$ cat config.mk
export PLATFORM = sky130hd
export DESIGN_NAME = real_time_counter
export DESIGN_NICKNAME = d
export VERILOG_FILES = /design/src/rtl/real_time_counter.sv
export SDC_FILE = /design/constraint.sdc
export NUM_CORES = 1
export LEC_CHECK = 0
export CAP_MARGIN = 20
export CELL_PAD_IN_SITES_DETAIL_PLACEMENT = 1
export CELL_PAD_IN_SITES_GLOBAL_PLACEMENT = 1
export CORE_ASPECT_RATIO = 0.9
export CORE_MARGIN = 1
export CORE_UTILIZATION = 44
export DETAILED_ROUTE_END_ITERATION = 12
export PLACE_DENSITY_LB_ADDON = 0.1
export SETUP_SLACK_MARGIN = 0.05
export SYNTH_ARGS = -nofsm -noshare
export SYNTH_HDL_FRONTEND = slang
export SYNTH_SLANG_ARGS = --single-unit
$ cat constraint.sdc
create_clock -name clk -period 3.6 [get_ports clk]
set_clock_uncertainty 0.15 [all_clocks]
set_input_delay 0.72 -clock clk [delete_from_list [all_inputs] [get_ports clk]]
set_output_delay 0.72 -clock clk [all_outputs]
set_load 0.05 [all_outputs]
$ cat src/rtl/real_time_counter.sv
// real_time_counter
//   24-hour wall clock driven by a CLK_HZ prescaler. In run mode the prescaler
//   ticks once per second, and each tick advances seconds. Carries ripple into
//   minutes and hours on the same edge. In set mode timekeeping is frozen and
//   seconds is held at 0. While in set mode, inc_min and inc_hour step the
//   minute and hour fields independently, without carries between them.
//
//   Optional feature: define RTC_ALARM_EN to build the alarm comparator.
//   Without it, the alarm inputs are ignored and alarm_match is always 0.
//
// Parameters
//   CLK_HZ         input clock frequency in Hz (prescaler modulus)
// Ports
//   clk            system clock, rising edge
//   rst            asynchronous active-high reset
//   set_mode       1 = time-setting mode (timekeeping frozen)
//   inc_min        one-cycle pulse, +1 minute in set mode
//   inc_hour       one-cycle pulse, +1 hour in set mode
//   alarm_on       alarm arm enable
//   alarm_hours    alarm hour, 0-23
//   alarm_minutes  alarm minute, 0-59
//   hours          current hour, 0-23
//   minutes        current minute, 0-59
//   seconds        current second, 0-59
//   sec_tick       one-cycle pulse on each seconds advance
//   day_wrap       one-cycle pulse on the 23:59:59 -> 00:00:00 rollover
//   alarm_match    one-cycle pulse when the alarm time is reached
module real_time_counter #(
  parameter int CLK_HZ = 50000000
) (
  input  logic       clk,
  input  logic       rst,
  input  logic       set_mode,
  input  logic       inc_min,
  input  logic       inc_hour,
  input  logic       alarm_on,
  input  logic [4:0] alarm_hours,
  input  logic [5:0] alarm_minutes,
  output logic [4:0] hours,
  output logic [5:0] minutes,
  output logic [5:0] seconds,
  output logic       sec_tick,
  output logic       day_wrap,
  output logic       alarm_match
);

  localparam int PW = (CLK_HZ > 1) ? $clog2(CLK_HZ) : 1;
  localparam logic [PW-1:0] TERM = PW'(CLK_HZ - 1);

  logic [PW-1:0] prescaler;
  logic          tick;
  logic          sec_wrap, min_wrap, hr_wrap;
  logic [5:0]    sec_nxt, min_nxt;
  logic [4:0]    hr_nxt;
  logic          alarm_hit;

  // Each field's +1-with-wrap value. These are shared by the run-mode carry
  // chain and by the set-mode increment buttons.
  always_comb begin
    tick     = !set_mode && (prescaler == TERM);
    sec_wrap = (seconds == 6'd59);
    min_wrap = (minutes == 6'd59);
    hr_wrap  = (hours == 5'd23);
    sec_nxt  = sec_wrap ? 6'd0 : seconds + 6'd1;
    min_nxt  = min_wrap ? 6'd0 : minutes + 6'd1;
    hr_nxt   = hr_wrap  ? 5'd0 : hours + 5'd1;
  end

`ifdef RTC_ALARM_EN
  logic [5:0] alarm_min_cmp;
  logic [4:0] alarm_hr_cmp;

  // The alarm fires on the tick that lands on hh:mm:00. It compares against
  // the time this tick produces, not the time that is currently displayed.
  always_comb begin
    alarm_min_cmp = min_nxt;
    alarm_hr_cmp  = min_wrap ? hr_nxt : hours;
    alarm_hit     = tick && sec_wrap && alarm_on &&
                    (alarm_hr_cmp == alarm_hours) &&
                    (alarm_min_cmp == alarm_minutes);
  end
`else
  logic alarm_unused;
  assign alarm_unused = ^{alarm_on, alarm_hours, alarm_minutes};
  assign alarm_hit    = 1'b0;
`endif

  always_ff @(posedge clk or posedge rst) begin
    if (rst) begin
      prescaler   <= '0;
      hours       <= '0;
      minutes     <= '0;
      seconds     <= '0;
      sec_tick    <= 1'b0;
      day_wrap    <= 1'b0;
      alarm_match <= 1'b0;
    end else if (set_mode) begin
      // Any partial second is discarded, so leaving set mode starts a full
      // CLK_HZ period before the first tick.
      prescaler   <= '0;
      seconds     <= '0;
      sec_tick    <= 1'b0;
      day_wrap    <= 1'b0;
      alarm_match <= 1'b0;
      if (inc_min)  minutes <= min_nxt;
      if (inc_hour) hours   <= hr_nxt;
    end else begin
      sec_tick    <= tick;
      day_wrap    <= tick && sec_wrap && min_wrap && hr_wrap;
      alarm_match <= alarm_hit;
      if (tick) begin
        prescaler <= '0;
        seconds   <= sec_nxt;
        if (sec_wrap)             minutes <= min_nxt;
        if (sec_wrap && min_wrap) hours   <= hr_nxt;
      end else begin
        prescaler <= prescaler + PW'(1);
      end
    end
  end

endmodule

==> results.sh, run 1 <==
export IMPL_design_area_um2=2670
export IMPL_syn_num_nets=250
export IMPL_gp_congestion=0.698
export IMPL_ys_types=45
export IMPL_drive_above_1_share_pct=7.06
export IMPL_wl_per_cell_um=15.4
export IMPL_combinational_family_with_the_most_area_after_synthesis="simple AND/OR/NAND/NOR gates"
export IMPL_max_freq_mhz=366
export IMPL_timing_slew_headroom_pct=36.0
export IMPL_grt_util_all_layers_pct=20.3
export IMPL_critical_path_slowest_cell="sky130_fd_sc_hd__a41oi_1"
export IMPL_status="finished clean"
export IMPL_cells_after_dpl=312
export IMPL_portion_of_the_post_synthesis_area_used_by_sequential_elements_pct=48.8
export IMPL_synthesis_area_per_instance_um2=10.1
export IMPL_grt_antenna_before_repair=0
export IMPL_yosys_register_bits=45
export IMPL_antenna_cells_inserted=0
export IMPL_synth_main_ff_cell="sky130_fd_sc_hd__dfrtp_1"
export IMPL_htree_num_levels=2
export IMPL_worstHoldEndpoint="prescaler[0]"
export IMPL_dr_first_iter_drc_count=79
export IMPL_worst_hold_path_type="reg -> reg"
export IMPL_critical_path_top_delay_family="simple AND/OR/NAND/NOR gates"
export IMPL_fp_coreArea_um2=4950
export IMPL_drt_antenna_violating_nets=0
export IMPL_total_power_mw=1.36
export IMPL_post_synth_fa_ha_maj_area_fraction_pct=2.17
export IMPL_vias_per_cell=5.51
export IMPL_route_detailed_drc=0
export IMPL_place_worst_setup_slack_ns=0.425
export IMPL_cts_buffers=5
export IMPL_finalNetCount=275
export IMPL_worst_r2r_setup_slack_ns=0.94
export IMPL_synth_compound_area_share_pct=8.50
export IMPL_clk_pin_slew_ns=0.09
export IMPL_min_delay_start="prescaler[0]"
export IMPL_slowest_delay_ns=0.52
export IMPL_detailedPlacementHpwl_um=3570
export IMPL_ys_async_sr_fraction_pct=100
export IMPL_synth_area_mux_share_pct=1.95
export IMPL_routed_wl_um=4940
export IMPL_synth_top_cells_by_area="sky130_fd_sc_hd__dfrtp_1, sky130_fd_sc_hd__xor2_1, sky130_fd_sc_hd__nor2_1"
export IMPL_areaGrowthSynthToFinish_pct=15.8
export IMPL_synth_xor_area_share_pct=9.10
export IMPL_cp_data_arrival_time_ns=2.78
export IMPL_crit_path_cell_trace="clkdlybuf4s50_1 -> nor4_1 -> a41oi_1 -> nand4b_1 -> o31ai_1"
export IMPL_rr_worst_depth=5
export IMPL_cap_violations=0
export IMPL_cts_hold_buf=0
export IMPL_worstSetupEndpointType="flop"
export IMPL_finalWorstSetupSlack_ns=0.870
export IMPL_hold_path_cell_count=1
export IMPL_dieArea_um2=5540
export IMPL_cts_sinks=45
export IMPL_final_seq_area_um2=1130
export IMPL_port_buffers=23
export IMPL_cts_root_buf="sky130_fd_sc_hd__clkbuf_8"
export IMPL_dieHeight_um=70.7
export IMPL_synth_enable_flop_cells=0
export IMPL_period_needed_ns=2.73
export IMPL_fillers=572
export IMPL_multiInputGateArea_um2=1110
export IMPL_grt_pass1_vias=1837
export IMPL_initial_utilization_pct=46.6
export IMPL_ioPinCount=37
export IMPL_power_density_cell_area_nw_per_um2=507
export IMPL_cp_buffers_inverters=1
export IMPL_critical_path_peak_fanout=11
export IMPL_grt_pass1_wl_um=8920
export IMPL_cts_tree="built"
export IMPL_maxSlewViolCount=0
export IMPL_overflow=0
export IMPL_r2r_start="prescaler[18]"
export IMPL_placed_area_um2=2590
export IMPL_startpoint_type="input port"
export IMPL_netlist_top_cell_by_area="sky130_fd_sc_hd__dfrtp_1"
export IMPL_placementRows=24
export IMPL_post_cts_setup_buffers=0
export IMPL_netlist_area_um2=2310
export IMPL_vdd_drop_max_mv=0.403
export IMPL_worstSetupPathType="in -> reg"
export IMPL_grt_setup_unrepaired="no"
export IMPL_setup_viol=0
export IMPL_worst_skew_late_latency_ns=0.30
export IMPL_yosysWarningCount=0
export IMPL_critical_path_reg2reg_endpoint="minutes[5]"
export IMPL_via_count=1764
export IMPL_timing_worst_slew_pin_value_ns=0.947
export IMPL_first_pass_iters=4
export IMPL_layout_worst_path_cycle_share_pct=75.8
export IMPL_final_hold_viol_count=0
export IMPL_cellLeakagePower_nw=1.12
export IMPL_grt_start_max_net_pins=29
export IMPL_synthesis_instances=229
export IMPL_fin_tns_setup_ns=0
export IMPL_cp_data_required_time_ns=3.65
export IMPL_cts_path_max_buffers=2
export IMPL_synthSimpleGateAreaFrac_pct=26.3
export IMPL_layoutNonFillerInstCount=320
export IMPL_cts_resized=0
export IMPL_fp_dieW_um=78.4
export IMPL_fraction_of_post_synthesis_cell_area_in_the_top_cell_type_by_area_pct=48.8
## cells in the final DEF, fill, tap and decap left out, types with 3 or more instances in the layout
cell	count
sky130_fd_sc_hd__dfrtp_1	45
sky130_fd_sc_hd__nor2_1	35
sky130_fd_sc_hd__clkdlybuf4s50_1	23
sky130_fd_sc_hd__nand2_1	18
sky130_fd_sc_hd__nand3_1	17
sky130_fd_sc_hd__xor2_1	16
sky130_fd_sc_hd__xnor2_1	8
sky130_fd_sc_hd__nand4_1	6
sky130_fd_sc_hd__a31oi_1	5
sky130_fd_sc_hd__o31ai_1	5
sky130_fd_sc_hd__and3_1	5
sky130_fd_sc_hd__a21oi_1	5
sky130_fd_sc_hd__clkbuf_8	5
sky130_fd_sc_hd__o21ai_1	4
sky130_fd_sc_hd__mux2_1	4
sky130_fd_sc_hd__nor3_1	4
sky130_fd_sc_hd__inv_1	4
sky130_fd_sc_hd__ha_1	4
sky130_fd_sc_hd__nor2b_1	3
sky130_fd_sc_hd__or3_1	3
sky130_fd_sc_hd__a311oi_1	3
sky130_fd_sc_hd__buf_4	3
## metal layers
layer | track usage (%) | vias to the layer above | wire length (µm) | share of wire, %
li1 | - | 861 | - | -
met1 | 28.2 | 879 | 2380 | 48
met2 | 32.7 | 19 | 2410 | 49
met3 | 4.90 | 5 | 125 | 2.5
met4 | 3.70 | 0 | 30 | 0.61
met5 | 0 | - | 0 | 0
## power breakdown
group	leakage [nW]	internal, mW	switching (mW)	total [mW]
Sequential	0.611	0.557	0.0777	0.635
Combinational	0.466	0.150	0.271	0.421
Clock	0.0450	0.135	0.166	0.300
Total	1.12	0.842	0.514	1.36
## state kept, by name (all words and copies together), names as in the netlist
name       count
hours          5
day_wrap       1
minutes        6
seconds        6
prescaler     26
sec_tick       1
## cells by family after synthesis
kind of cell             after synthesis
AND/OR/NAND/NOR                      109
flip-flops                            45
AO/OA/AOI/OAI                         29
XOR/XNOR                              24
buffers and inverters                 13
adder cells (fa/ha/maj)                4
multiplexers                           4
other                                  1
## stage by stage
| stage | hold WS [ns] | utilization (%) |
|---|---|---|
| after floorplan | 0.305 | - |
| after global placement | 0.326 | 52.3 |
| after detailed placement | 0.343 | 52.3 |
| after CTS | 0.355 | 54.0 |
| after global routing | 0.375 | 54.0 |
| final | 0.349 | 54.0 |
## synth_stat cells (2+ instances only)
master / number
sky130_fd_sc_hd__nor4_1: 2
sky130_fd_sc_hd__a311oi_1: 3
sky130_fd_sc_hd__inv_1: 5
sky130_fd_sc_hd__and4_1: 2
sky130_fd_sc_hd__or4b_1: 2
sky130_fd_sc_hd__ha_1: 4
sky130_fd_sc_hd__nand4_1: 6
sky130_fd_sc_hd__nand2_1: 18
sky130_fd_sc_hd__nand3_1: 17
sky130_fd_sc_hd__mux2_1: 4
sky130_fd_sc_hd__or3_1: 3
sky130_fd_sc_hd__and3_1: 5
sky130_fd_sc_hd__buf_4: 2
sky130_fd_sc_hd__buf_2: 4
sky130_fd_sc_hd__o31ai_1: 5
sky130_fd_sc_hd__dfrtp_1: 45
sky130_fd_sc_hd__nor2b_1: 3
sky130_fd_sc_hd__a21oi_1: 5
sky130_fd_sc_hd__a31oi_1: 5
sky130_fd_sc_hd__o21ai_1: 4
sky130_fd_sc_hd__nor3_1: 4
sky130_fd_sc_hd__xnor2_1: 8
sky130_fd_sc_hd__xor2_1: 16
sky130_fd_sc_hd__a41oi_1: 2
sky130_fd_sc_hd__nor2_1: 35
## final cells by class
| class | count | area share [%] |
|---|---|---|
| well taps | 65 | 3.04 |
| multi-input cells | 171 | 41.6 |
| repair buffers | 26 | 9.45 |
| flip-flops and latches | 45 | 42.1 |
| clock inverters | 2 | 0.374 |
| clock buffers | 6 | 2.71 |
| inverters | 5 | 0.702 |
## worst max path at each step
stage / from / endpoint / slack [ns] / cells past startpoint
CTS: set_mode / minutes[5] / 0.77 / 5
finish: set_mode / minutes[5] / 0.87 / 5
global route: set_mode / minutes[5] / 0.56 / 5
floorplan: minutes[0] / hours[4] / 1.16 / 7
global placement: set_mode / minutes[5] / 0.62 / 5
detailed placement: set_mode / minutes[5] / 0.42 / 5
(Power assumes the default switching activity.)
==> run 2: changes to the inputs <==
--- a/config.mk
+++ b/config.mk
@@ -10,7 +10,7 @@
 export CELL_PAD_IN_SITES_GLOBAL_PLACEMENT = 1
 export CORE_ASPECT_RATIO = 0.9
 export CORE_MARGIN = 1
-export CORE_UTILIZATION = 44
+export CORE_UTILIZATION = 41
 export DETAILED_ROUTE_END_ITERATION = 12
 export PLACE_DENSITY_LB_ADDON = 0.1
 export SETUP_SLACK_MARGIN = 0.05
==> constraint.sdc (replaced) <==
create_clock -name clk -period 2.7 [get_ports clk]
set_clock_uncertainty 0.15 [all_clocks]
set_input_delay 0.54 -clock clk [delete_from_list [all_inputs] [get_ports clk]]
set_output_delay 0.54 -clock clk [all_outputs]
set_load 0.05 [all_outputs]
==> results.sh, run 2 (synthesis results as in run 1) <==
export IMPL_status="finished clean"
export IMPL_initial_utilization_pct=43.2
export IMPL_layout_commonest_cell="sky130_fd_sc_hd__dfrtp_1"
export IMPL_cts_tree="built"
export IMPL_fillers=598
export IMPL_grt_util_all_layers_pct=19.0
export IMPL_finalNetCount=279
export IMPL_cp_data_arrival_time_ns=2.49
export IMPL_crit_path_cell_trace="or4b_4 -> nor4_4 -> a41oi_1 -> buf_4 -> nand4b_1 -> o31ai_1"
export IMPL_dieArea_um2=5940
export IMPL_critical_path_top_delay_family="simple AND/OR/NAND/NOR gates"
export IMPL_port_buffers=23
export IMPL_fp_coreArea_um2=5350
export IMPL_power_density_cell_area_nw_per_um2=669
export IMPL_cts_resized=0
export IMPL_areaGrowthSynthToFinish_pct=17.6
export IMPL_first_pass_iters=4
export IMPL_placementRows=25
export IMPL_timing_worst_slew_pin_value_ns=0.661
export IMPL_cellLeakagePower_nw=1.14
export IMPL_startpoint_type="flop"
export IMPL_worst_hold_path_type="reg -> reg"
export IMPL_routed_wl_um=4970
export IMPL_grt_pass1_vias=1862
export IMPL_cts_hold_buf=0
export IMPL_cp_data_required_time_ns=2.74
export IMPL_overflow=0
export IMPL_vdd_drop_max_mv=0.505
export IMPL_worst_skew_late_latency_ns=0.29
export IMPL_grt_antenna_before_repair=0
export IMPL_drive_above_1_share_pct=8.11
export IMPL_cts_path_max_buffers=2
export IMPL_cts_buffers=5
export IMPL_dieHeight_um=73.2
export IMPL_gp_congestion=0.715
export IMPL_max_freq_mhz=407
export IMPL_worstSetupEndpointType="flop"
export IMPL_dr_first_iter_drc_count=45
export IMPL_final_seq_area_um2=1130
export IMPL_grt_pass1_wl_um=8660
export IMPL_critical_path_slowest_cell="sky130_fd_sc_hd__or4b_4"
export IMPL_layout_worst_path_cycle_share_pct=91.0
export IMPL_setup_viol=0
export IMPL_slowest_delay_ns=0.56
export IMPL_max_flop_register="prescaler"
export IMPL_final_hold_viol_count=0
export IMPL_final_cell_mix="sky130_fd_sc_hd__dfrtp_1, sky130_fd_sc_hd__nor2_1, sky130_fd_sc_hd__clkdlybuf4s50_1"
export IMPL_max_reg_flops=26
export IMPL_layout_top_registers="prescaler: 26 flops, minutes: 6 flops, seconds: 6 flops"
export IMPL_clk_pin_slew_ns=0.08
export IMPL_fin_tns_setup_ns=0
export IMPL_ioPinCount=37
export IMPL_critical_path_peak_fanout=11
export IMPL_maxSlewViolCount=0
export IMPL_htree_num_levels=2
export IMPL_vias_per_cell=5.58
export IMPL_cp_buffers_inverters=1
export IMPL_fp_dieW_um=81.1
export IMPL_multiInputGateArea_um2=1110
export IMPL_detailedPlacementHpwl_um=3510
export IMPL_route_detailed_drc=0
export IMPL_wl_per_cell_um=15.3
export IMPL_period_needed_ns=2.46
export IMPL_cap_violations=0
export IMPL_cts_root_buf="sky130_fd_sc_hd__clkbuf_8"
export IMPL_cts_sinks=45
export IMPL_hold_worst_slack_ns=0.355
export IMPL_via_count=1820
export IMPL_timing_slew_headroom_pct=55.6
export IMPL_post_cts_setup_buffers=0
export IMPL_antenna_cells_inserted=0
export IMPL_grt_setup_unrepaired="no"
export IMPL_drt_antenna_violating_nets=0
export IMPL_grt_start_max_net_pins=46
export IMPL_worstSetupPathType="reg -> reg"
run 2: cell count changes in the layout (fill, tap and decap cells not counted):
cell,before,now
sky130_fd_sc_hd__clkinv_2,2,0
sky130_fd_sc_hd__buf_4,3,6
sky130_fd_sc_hd__buf_12,0,1
sky130_fd_sc_hd__clkbuf_1,1,3
sky130_fd_sc_hd__inv_2,0,1
sky130_fd_sc_hd__clkinv_1,1,0
run 2: cell type report:
type / count / share of cell area [%]
Tap cell: 67 / 3.09
Clock buffer: 8 / 2.95
Multi-Input combinational cell: 171 / 40.9
Sequential cell: 45 / 41.5
Inverter: 5 / 0.691
Timing Repair Buffer: 30 / 10.9
run 2: final timing paths:
check	from	endpoint	slack [ns]	cells past startpoint
max in group asynchronous	rst	seconds[2]	1.74	3
min	prescaler[0]	prescaler[0]	0.36	1
max	prescaler[7]	minutes[5]	0.24	6
max reg2reg	prescaler[7]	minutes[5]	0.24	6
min in group asynchronous	rst	prescaler[19]	0.45	3
min reg2reg	prescaler[0]	prescaler[0]	0.36	1
run 2: through the flow:
step / utilization [%] / instance area, µm² / setup slack (ns) / total power, mW / instances
floorplan: - / 2310 / 0.261 / 1.23 / 229
global placement: 49.3 / 2640 / 0.219 / 1.42 / 318
detailed placement: 49.3 / 2640 / 0.109 / 1.43 / 318
CTS: 50.8 / 2720 / 0.222 / 1.84 / 326
global route: 50.8 / 2720 / 0.123 / 1.92 / 326
finish: 50.8 / 2720 / 0.243 / 1.82 / 326
run 2: per-layer routing:
metal  up-vias  track usage [%]  share of wire, %
li1        870                -                 -
met1       927             25.3                48
met2        18             31.7                49
met3         5             3.75               2.4
met4         0             4.76              0.97
met5         -                0                 0
run 2: report_power, final:
part / switching (mW) / leakage, nW / internal, mW
registers: 0.106 / 0.611 / 0.743
clock network: 0.222 / 0.0395 / 0.184
logic: 0.360 / 0.494 / 0.202
total: 0.688 / 1.14 / 1.13
==> run 3: changes to the inputs <==
--- a/config.mk
+++ b/config.mk
@@ -12,7 +12,7 @@
 export CORE_MARGIN = 1
 export CORE_UTILIZATION = 41
 export DETAILED_ROUTE_END_ITERATION = 12
-export PLACE_DENSITY_LB_ADDON = 0.1
+export PLACE_DENSITY_LB_ADDON = 0.25
 export SETUP_SLACK_MARGIN = 0.05
 export SYNTH_ARGS = -nofsm -noshare
 export SYNTH_HDL_FRONTEND = slang
==> results.sh, run 3 (synthesis results as in run 1) <==
export IMPL_routed_wl_um=5140
export IMPL_drt_antenna_violating_nets=0
export IMPL_grt_pass1_vias=1852
export IMPL_areaGrowthSynthToFinish_pct=18.2
export IMPL_cellLeakagePower_nw=1.15
export IMPL_setup_viol=0
export IMPL_cts_hold_buf=0
export IMPL_timing_worst_slew_pin_value_ns=0.808
export IMPL_fp_coreArea_um2=5350
export IMPL_met1_global_route_usage_pct=26.9
export IMPL_place_worst_setup_slack_ns=0.331
export IMPL_met3_usage_pct=4.13
export IMPL_cts_sinks=45
export IMPL_layoutNonFillerInstCount=326
export IMPL_grt_setup_unrepaired="no"
export IMPL_htree_num_levels=2
export IMPL_clk_pin_slew_ns=0.08
export IMPL_grt_antenna_before_repair=0
export IMPL_layout_top_registers="prescaler: 26 flops, minutes: 6 flops, seconds: 6 flops"
export IMPL_power_density_cell_area_nw_per_um2=673
export IMPL_fin_tns_setup_ns=0
export IMPL_first_pass_iters=4
export IMPL_placementRows=25
export IMPL_grt_start_max_net_pins=26
export IMPL_dieHeight_um=73.2
export IMPL_worstSetupPathType="reg -> out"
export IMPL_via_count=1820
export IMPL_critical_path_peak_fanout=9
export IMPL_grt_util_all_layers_pct=20.1
export IMPL_cap_violations=0
export IMPL_antenna_cells_inserted=0
export IMPL_cells_after_dpl=319
export IMPL_slowest_delay_ns=0.86
export IMPL_detailedPlacementHpwl_um=3710
export IMPL_fillers=605
export IMPL_vias_per_cell=5.58
export IMPL_fp_dieW_um=81.1
export IMPL_cp_data_arrival_time_ns=1.66
export IMPL_final_hold_viol_count=0
export IMPL_status="finished clean"
export IMPL_vdd_drop_max_mv=0.577
export IMPL_final_cell_mix="sky130_fd_sc_hd__dfrtp_1, sky130_fd_sc_hd__nor2_1, sky130_fd_sc_hd__clkdlybuf4s50_1"
export IMPL_maxSlewViolCount=0
export IMPL_worst_skew_late_latency_ns=0.30
export IMPL_wl_per_cell_um=15.8
export IMPL_hold_worst_slack_ns=0.345
export IMPL_finalWorstSetupSlack_ns=0.346
export IMPL_drive_above_1_share_pct=8.49
export IMPL_layout_commonest_cell="sky130_fd_sc_hd__dfrtp_1"
export IMPL_post_cts_setup_buffers=0
export IMPL_ioPinCount=37
export IMPL_cts_tree="built"
export IMPL_route_detailed_drc=0
export IMPL_startpoint_type="flop"
export IMPL_cts_resized=0
export IMPL_layout_worst_path_cycle_share_pct=87.2
export IMPL_initial_utilization_pct=43.2
export IMPL_max_reg_flops=26
export IMPL_max_flop_register="prescaler"
export IMPL_dieArea_um2=5940
export IMPL_max_freq_mhz=425
export IMPL_worstSetupEndpointType="primary output"
export IMPL_dr_first_iter_drc_count=85
export IMPL_worst_hold_path_type="reg -> reg"
export IMPL_overflow=0
export IMPL_use_met2_pct=31.6
export IMPL_grt_pass1_wl_um=8940
export IMPL_cp_data_required_time_ns=2.01
export IMPL_critical_path_slowest_cell="sky130_fd_sc_hd__clkdlybuf4s50_1"
export IMPL_port_buffers=23
export IMPL_cp_buffers_inverters=1
export IMPL_timing_slew_headroom_pct=45.8
export IMPL_cts_root_buf="sky130_fd_sc_hd__clkbuf_8"
export IMPL_critical_path_top_delay_family="buffers and inverters"
export IMPL_period_needed_ns=2.35
export IMPL_cts_buffers=5
export IMPL_cts_path_max_buffers=2
export IMPL_globalRoute_busiestLayer="met2"
export IMPL_crit_path_cell_trace="clkdlybuf4s50_1"
export IMPL_finalNetCount=280
export IMPL_gp_congestion=0.779
## run 3: cell types whose count changed in the layout (fill, tap and decap cells not counted)
cell,delta
sky130_fd_sc_hd__clkbuf_1,-2
sky130_fd_sc_hd__clkbuf_8,+1
sky130_fd_sc_hd__clkinv_1,+1
sky130_fd_sc_hd__buf_4,+1
sky130_fd_sc_hd__inv_2,-1
## run 3: metrics by stage
| stage | util, % | total power [mW] | cell area (µm²) |
|---|---|---|---|
| after detailed placement | 49.4 | 1.44 | 2640 |
| after CTS | 51.0 | 1.86 | 2730 |
| after floorplan | - | 1.23 | 2310 |
| after global routing | 51.0 | 1.94 | 2730 |
| after global placement | 49.4 | 1.41 | 2640 |
| final | 51.0 | 1.84 | 2730 |
## run 3: power by group
group	switching [mW]	total, mW	internal (mW)
Sequential	0.110	0.853	0.743
Clock	0.221	0.424	0.203
Combinational	0.358	0.561	0.203
Total	0.688	1.84	1.15
## run 3: worst paths after layout
path                               startpoint           end  slack, ns  cells past startpoint
worst max-delay path               minutes[2]    minutes[2]       0.35                      1
worst min-delay path             prescaler[0]  prescaler[0]       0.35                      1
worst max register to register  prescaler[18]      hours[4]       0.35                      5
worst min register to register   prescaler[0]  prescaler[0]       0.35                      1
max in group asynchronous                 rst  prescaler[3]       1.41                      3
min in group asynchronous                 rst    seconds[1]       0.45                      2
## run 3: layout make-up
cell class / instances / area [µm²] / area share, %
inverters: 5 / 18.8 / 0.687
clock buffers: 7 / 86.3 / 3.16
well taps: 67 / 83.8 / 3.07
flip-flops and latches: 45 / 1130 / 41.2
multi-input cells: 171 / 1110 / 40.7
repair buffers: 31 / 303 / 11.1
## run 3: metal layers
metal / routed length [µm] / vias up
met4: 83 / 0
li1: - / 875
met5: 0 / -
met3: 98 / 8
met1: 2520 / 920
met2: 2440 / 17
